[src/rtl/alu_sequencer_if.sv]
// Datapath bus between the sequencer and the 8-bit ALU/register datapath.
// master (sequencer) drives wr, a, b, opcode; slave (datapath) returns y
// one cycle after wr.
interface alu_sequencer_if #(
    parameter int DATA_WIDTH = 8
);
    logic                  wr;
    logic [DATA_WIDTH-1:0] a;
    logic [DATA_WIDTH-1:0] b;
    logic [DATA_WIDTH-1:0] opcode;
    logic [DATA_WIDTH-1:0] y;

    modport master (output wr, a, b, opcode, input  y);
    modport slave  (input  wr, a, b, opcode, output y);
endinterface

[src/rtl/alu_sequencer.sv]
// Program-driven controller for the ALU datapath: runs a stored program,
// issuing one instruction every 3 cycles and writing each result back into
// the accumulator until a halt opcode or the last store entry.
// Ports: clk/reset (sync, active-high); prog_we_i/prog_addr_i/prog_data_i load
// the store in IDLE; start_i/acc_init_i launch a run; busy_o/done_o/pc_o/acc_o
// report status; dp (master) carries wr/a/b/opcode out and y back.
module alu_sequencer #(
    parameter int                     DATA_WIDTH = 8,
    parameter int                     ADDR_WIDTH = 4,
    parameter logic [DATA_WIDTH-1:0]  HALT_OP    = DATA_WIDTH'(8'hFF)
) (
    input  logic                    clk,
    input  logic                    reset,
    input  logic                    prog_we_i,
    input  logic [ADDR_WIDTH-1:0]   prog_addr_i,
    input  logic [2*DATA_WIDTH-1:0] prog_data_i,
    input  logic                    start_i,
    input  logic [DATA_WIDTH-1:0]   acc_init_i,
    output logic                    busy_o,
    output logic                    done_o,
    output logic [ADDR_WIDTH-1:0]   pc_o,
    output logic [DATA_WIDTH-1:0]   acc_o,
    alu_sequencer_if.master         dp
);
    localparam int                    DEPTH   = 1 << ADDR_WIDTH;
    localparam logic [ADDR_WIDTH-1:0] LAST_PC = '1;

    typedef enum logic [1:0] {
        S_IDLE,
        S_FETCH,
        S_ISSUE,
        S_WB
    } state_t;

    state_t                  state_q, state_d;
    logic [ADDR_WIDTH-1:0]   pc_q, pc_d;
    logic [DATA_WIDTH-1:0]   acc_q, acc_d;
    logic [DATA_WIDTH-1:0]   a_q, a_d;
    logic [DATA_WIDTH-1:0]   b_q, b_d;
    logic [DATA_WIDTH-1:0]   op_q, op_d;
    logic                    done_q, done_d;

    // Instruction store: deliberately outside the reset so a program survives
    // an aborted run.
    logic [2*DATA_WIDTH-1:0] store_q [DEPTH];

    logic [2*DATA_WIDTH-1:0] instr;
    logic [DATA_WIDTH-1:0]   instr_op;
    logic [DATA_WIDTH-1:0]   instr_imm;

    assign instr     = store_q[pc_q];
    assign instr_op  = instr[2*DATA_WIDTH-1:DATA_WIDTH];
    assign instr_imm = instr[DATA_WIDTH-1:0];

    always_ff @(posedge clk) begin
        if (!reset && state_q == S_IDLE && prog_we_i) begin
            store_q[prog_addr_i] <= prog_data_i;
        end
    end

    always_comb begin
        state_d = state_q;
        pc_d    = pc_q;
        acc_d   = acc_q;
        a_d     = a_q;
        b_d     = b_q;
        op_d    = op_q;
        done_d  = done_q;
        case (state_q)
            S_IDLE: begin
                if (start_i) begin
                    pc_d    = '0;
                    acc_d   = acc_init_i;
                    done_d  = 1'b0;
                    state_d = S_FETCH;
                end
            end
            S_FETCH: begin
                if (instr_op == HALT_OP) begin
                    done_d  = 1'b1;
                    state_d = S_IDLE;
                end else begin
                    a_d     = acc_q;
                    b_d     = instr_imm;
                    op_d    = instr_op;
                    state_d = S_ISSUE;
                end
            end
            S_ISSUE: begin
                state_d = S_WB;
            end
            S_WB: begin
                acc_d = dp.y;
                // The last store entry ends the run; pc never wraps to 0.
                if (pc_q == LAST_PC) begin
                    done_d  = 1'b1;
                    state_d = S_IDLE;
                end else begin
                    pc_d    = pc_q + 1'b1;
                    state_d = S_FETCH;
                end
            end
            default: begin
                state_d = S_IDLE;
            end
        endcase
    end

    always_ff @(posedge clk) begin
        if (reset) begin
            state_q <= S_IDLE;
            pc_q    <= '0;
            acc_q   <= '0;
            a_q     <= '0;
            b_q     <= '0;
            op_q    <= '0;
            done_q  <= 1'b0;
        end else begin
            state_q <= state_d;
            pc_q    <= pc_d;
            acc_q   <= acc_d;
            a_q     <= a_d;
            b_q     <= b_d;
            op_q    <= op_d;
            done_q  <= done_d;
        end
    end

    assign busy_o    = (state_q != S_IDLE);
    assign done_o    = done_q;
    assign pc_o      = pc_q;
    assign acc_o     = acc_q;
    assign dp.wr     = (state_q == S_ISSUE);
    assign dp.a      = a_q;
    assign dp.b      = b_q;
    assign dp.opcode = op_q;
endmodule

[src/flat_wrapper.sv]
// flat-port wrapper written by rule: the top's interface ports become plain ports
module alu_sequencer_flat 
#(
    parameter int                     DATA_WIDTH = 8,
    parameter int                     ADDR_WIDTH = 4,
    parameter logic [DATA_WIDTH-1:0]  HALT_OP    = DATA_WIDTH'(8'hFF)
)
  (clk, reset, prog_we_i, prog_addr_i, prog_data_i, start_i, acc_init_i, busy_o, done_o, pc_o, acc_o, dp_wr, dp_a, dp_b, dp_opcode, dp_y);
  alu_sequencer_if #(.DATA_WIDTH(DATA_WIDTH)) dp_i ();
  input  logic clk;
  input  logic reset;
  input  logic prog_we_i;
  input  logic [ADDR_WIDTH-1:0] prog_addr_i;
  input  logic [2*DATA_WIDTH-1:0] prog_data_i;
  input  logic start_i;
  input  logic [DATA_WIDTH-1:0] acc_init_i;
  output logic busy_o;
  output logic done_o;
  output logic [ADDR_WIDTH-1:0] pc_o;
  output logic [DATA_WIDTH-1:0] acc_o;
  output wire logic [$bits(dp_i.wr)-1:0] dp_wr;
  output wire logic [$bits(dp_i.a)-1:0] dp_a;
  output wire logic [$bits(dp_i.b)-1:0] dp_b;
  output wire logic [$bits(dp_i.opcode)-1:0] dp_opcode;
  input wire logic [$bits(dp_i.y)-1:0] dp_y;
  assign dp_wr = dp_i.wr;
  assign dp_a = dp_i.a;
  assign dp_b = dp_i.b;
  assign dp_opcode = dp_i.opcode;
  assign dp_i.y = dp_y;
  alu_sequencer #(.DATA_WIDTH(DATA_WIDTH), .ADDR_WIDTH(ADDR_WIDTH), .HALT_OP(HALT_OP)) u_core (.clk(clk), .reset(reset), .prog_we_i(prog_we_i), .prog_addr_i(prog_addr_i), .prog_data_i(prog_data_i), .start_i(start_i), .acc_init_i(acc_init_i), .busy_o(busy_o), .done_o(done_o), .pc_o(pc_o), .acc_o(acc_o), .dp(dp_i));
endmodule
[config.mk]
export PLATFORM = sky130hd
export DESIGN_NAME = alu_sequencer_flat
export DESIGN_NICKNAME = d
export VERILOG_FILES = /design/src/rtl/alu_sequencer_if.sv /design/src/rtl/alu_sequencer.sv /design/src/flat_wrapper.sv
export SDC_FILE = /design/constraint.sdc
export NUM_CORES = 1
export LEC_CHECK = 0
export ABC_AREA = 1
export CAP_MARGIN = 20
export CELL_PAD_IN_SITES_DETAIL_PLACEMENT = 1
export CELL_PAD_IN_SITES_GLOBAL_PLACEMENT = 2
export CORE_AREA = 2 2 263 135
export CTS_BUF_LIST = sky130_fd_sc_hd__clkbuf_16
export DETAILED_ROUTE_END_ITERATION = 7
export DIE_AREA = 0 0 265 137
export HOLD_SLACK_MARGIN = 0.08
export PLACE_DENSITY = 0.87
export SYNTH_ARGS = -nofsm -noshare
export SYNTH_HDL_FRONTEND = slang
export SYNTH_SLANG_ARGS = --single-unit
export TNS_END_PERCENT = 5
[constraint.sdc]
create_clock -name clk -period 3 [get_ports clk]
set_input_delay 0.9 -clock clk [delete_from_list [all_inputs] [get_ports clk]]
set_output_delay 0.9 -clock clk [all_outputs]
set_load 0.1 [all_outputs]
==> results.md <==
* Outcome: finished clean
* # clock sinks at 299
* Setup crit start kind: flop
* CTS tree: built
* Max-slew headroom at 0.488
* Routed WL per cell at 22.4 um
* Top post-synthesis cells by area: edfxtp_1, nand2_1, dfxtp_1
* Reg power frac at 0.493
* Die width at 265 um
* Post-synthesis cell count at 1057
* Post-synth top area share at 0.632
* CP required at approximately 3.5 ns
* Unique cell type count in the Yosys netlist at 33
* Combinational Power Share at 0.109
* Inst Count DP at approximately 1600
* Die Span Y at 137 um
* Hold WS at about 0.46 ns
* Final instance area at 14500 um2
* Final HPWL DP at 23100 um
* CTS Root Buffer Type: clkbuf_16
* Worst-Skew Late Latency at 0.57 ns
* Area Growth Syn to Fin at 19.5%
* Fin Setup TNS at 0 ns
* PD cells at 644 nW/um2
* Synth warn at 0
* Initial DRC count at 841
* First-pass iteration count of the detailed router at 5
* NetSw at approximately 2.4 mW
* Slew @ Worst Pin at ~0.77 ns
* Reg clk slew, reported paths at 0.07 ns
* Largest net degree at the start of global routing at 86
* Arrival time worst endpoint at between 3 and 4 ns
* Clock Skew at roughly 0.023 ns
* Synth Area per Inst at approximately 12 um2
* Residual DRC at 0
* Minimum clock period at 2.78 ns
* EDFF count, synth at 256
* Commonest cells after routing, fill and taps aside: edfxtp_1, nand2_1, nand3_1, nor2_1, buf_4
* Hold buffers post-CTS at 0
* Final ANT Viol Nets at 0
* RSZ-0062 raised after global routing: false
* Switch share at 0.259
* Hold Violations, Final at 0
* Port Buffers at 78
* Worst hold path type: reg -> reg
* Via/cell ratio at 5.36
* VDD IR max at 0.000496 V
* Grt ovf at 0
* Cts bufs inserted at 28
* Commonest non-fill, non-tap cell in the layout: edfxtp_1
* Part of the power in the clock network at 0.398
* Core box area at 34000 um2
* CTS max path bufs at 3
* Area after DPL at ~14000 um2
* CP Capture Type: flop
* Initial core utilization at 0.358
* Vias in the first global route at 8891
* Post-layout util at 0.427
* FP Rows at 48
* Fin worst setup slack at 0.215 ns
* CP max FO at 58
* Slew Limit Fails at 0
* Initial antenna violation count at 1
* RD Place Congestion at 0.799
* Max Cap Viol at 0
* Sequential area share after synthesis at 0.703
* Maximum clock frequency at 0.359 GHz
* IO Pins at 79
* Final setup vio count at 0
* Routed wire length at 36400 um
* Synth Net Count at 1098
* # diodes at 0
* Layout Nets at approximately 1200
* Int Pwr at 6.94 mW
* Share of post-route cells with drive strength above 1 at 0.162
* First-pass GRT wire length at 54800 um
* Total GRT Usage at 0.201
* Die Area at roughly 36000 um2
* Layout Cells excl Fill at 1622
* Cell area after synthesis at 12200 um2
* Asr flop ratio synth at 0
* Main synth FF type: edfxtp_1
* Final Power at roughly 9.4 mW
* Setup slack after placement at 0.116 ns
* Number of H-tree levels at 1
* CP Class: reg -> reg
* Via Count at about 8700
* Pleak at 5.32 nW
* Final period utilization at 0.928
* Post-synth top area cell: edfxtp_1
* Synthesized flop and latch total at roughly 300
-- layout make-up --
cell class,count,area [um2]
clock buffers,28,701
clock inverters,22,233
fillers,3655,19500
inverters,71,272
multi-input cells,627,3070
flip-flops and latches,299,8550
well taps,450,563
repair buffers,125,1140
-- sequential cells by signal, indices dropped and copies added, names as in the netlist, named ones only --
name	cells
u_core.pc_o	4
u_core.store_q	256
u_core.acc_o	8
u_core.dp.a	8
u_core.dp.opcode	8
u_core.done_o	1
u_core.dp.b	8
u_core.state_q	1
-- layer usage --
layer / share of wire / global-route usage / wire, um
met4: 0.019 / 0.0452 / 707
met1: 0.48 / 0.297 / 17600
met5: 0 / 0 / 0
met3: 0.076 / 0.0450 / 2770
met2: 0.42 / 0.301 / 15300
-- cell usage after synthesis, types with 8 or more instances --
| master | count |
|---|---|
| clkbuf_1 | 25 |
| nor3_1 | 8 |
| edfxtp_1 | 256 |
| a31oi_1 | 8 |
| nand2_2 | 19 |
| buf_2 | 20 |
| a21oi_1 | 9 |
| o221ai_1 | 22 |
| o211ai_1 | 12 |
| nand3_1 | 106 |
| o22ai_1 | 10 |
| dfxtp_1 | 43 |
| a21oi_2 | 19 |
| o21ai_0 | 75 |
| nor2_1 | 91 |
| inv_1 | 66 |
| nand2_1 | 234 |
-- power by group through the flow --
stage | clock network (mW) | logic (mW) | registers [mW]
after CTS | 3.79 | 1.02 | 4.62
after detailed placement | 0 | 1.01 | 4.71
after global placement | 0 | 0.991 | 4.70
after floorplan | 0 | 0.376 | 4.98
after global routing | 3.94 | 1.08 | 4.62
final | 3.73 | 1.02 | 4.62
-- cells by family (layout without fill, tap and decap cells) --
| family | count (synthesis) | count (layout) | share of synthesized area |
|---|---|---|---|
| AND/OR/NAND/NOR | 464 | 464 | 0.162 |
| flip-flops | 299 | 299 | 0.703 |
| AO/OA/AOI/OAI | 161 | 161 | 0.0839 |
| buffers and inverters | 131 | 246 | 0.0495 |
| adder cells (fa/ha/maj) | 1 | 1 | 0.00103 |
| XOR/XNOR | 1 | 1 | 0.000721 |
-- critical path: stages, from the launching register on --
cell	delay (ns)
dfxtp_2	0.36
buf_4	0.60
nand2_1	0.15
nand3_1	0.14
nand3_1	0.07
nand2_1	0.26
nand2_1	0.11
nor2_2	0.17
nand2_4	0.24
nand2_8	0.30
nand2_1	0.09
a21oi_1	0.15
-- timing repair --
action                                  in CTS  in global routing
buffers inserted                             0                  0
gates resized for setup                      0                  2
endpoints found under the setup margin       0                  2
-- path summary, 6_finish.rpt --
kind	startpoint	to	slack, ns	cells after the start
max	flop	u_core.dp.b[2]	0.22	11
min	u_core.dp.b[7]	u_core.dp.b[7]	0.46	2
max reg2reg	flop	u_core.dp.b[2]	0.22	11
min reg2reg	u_core.dp.b[7]	u_core.dp.b[7]	0.46	2
Power figures use the tool's default switching activity.
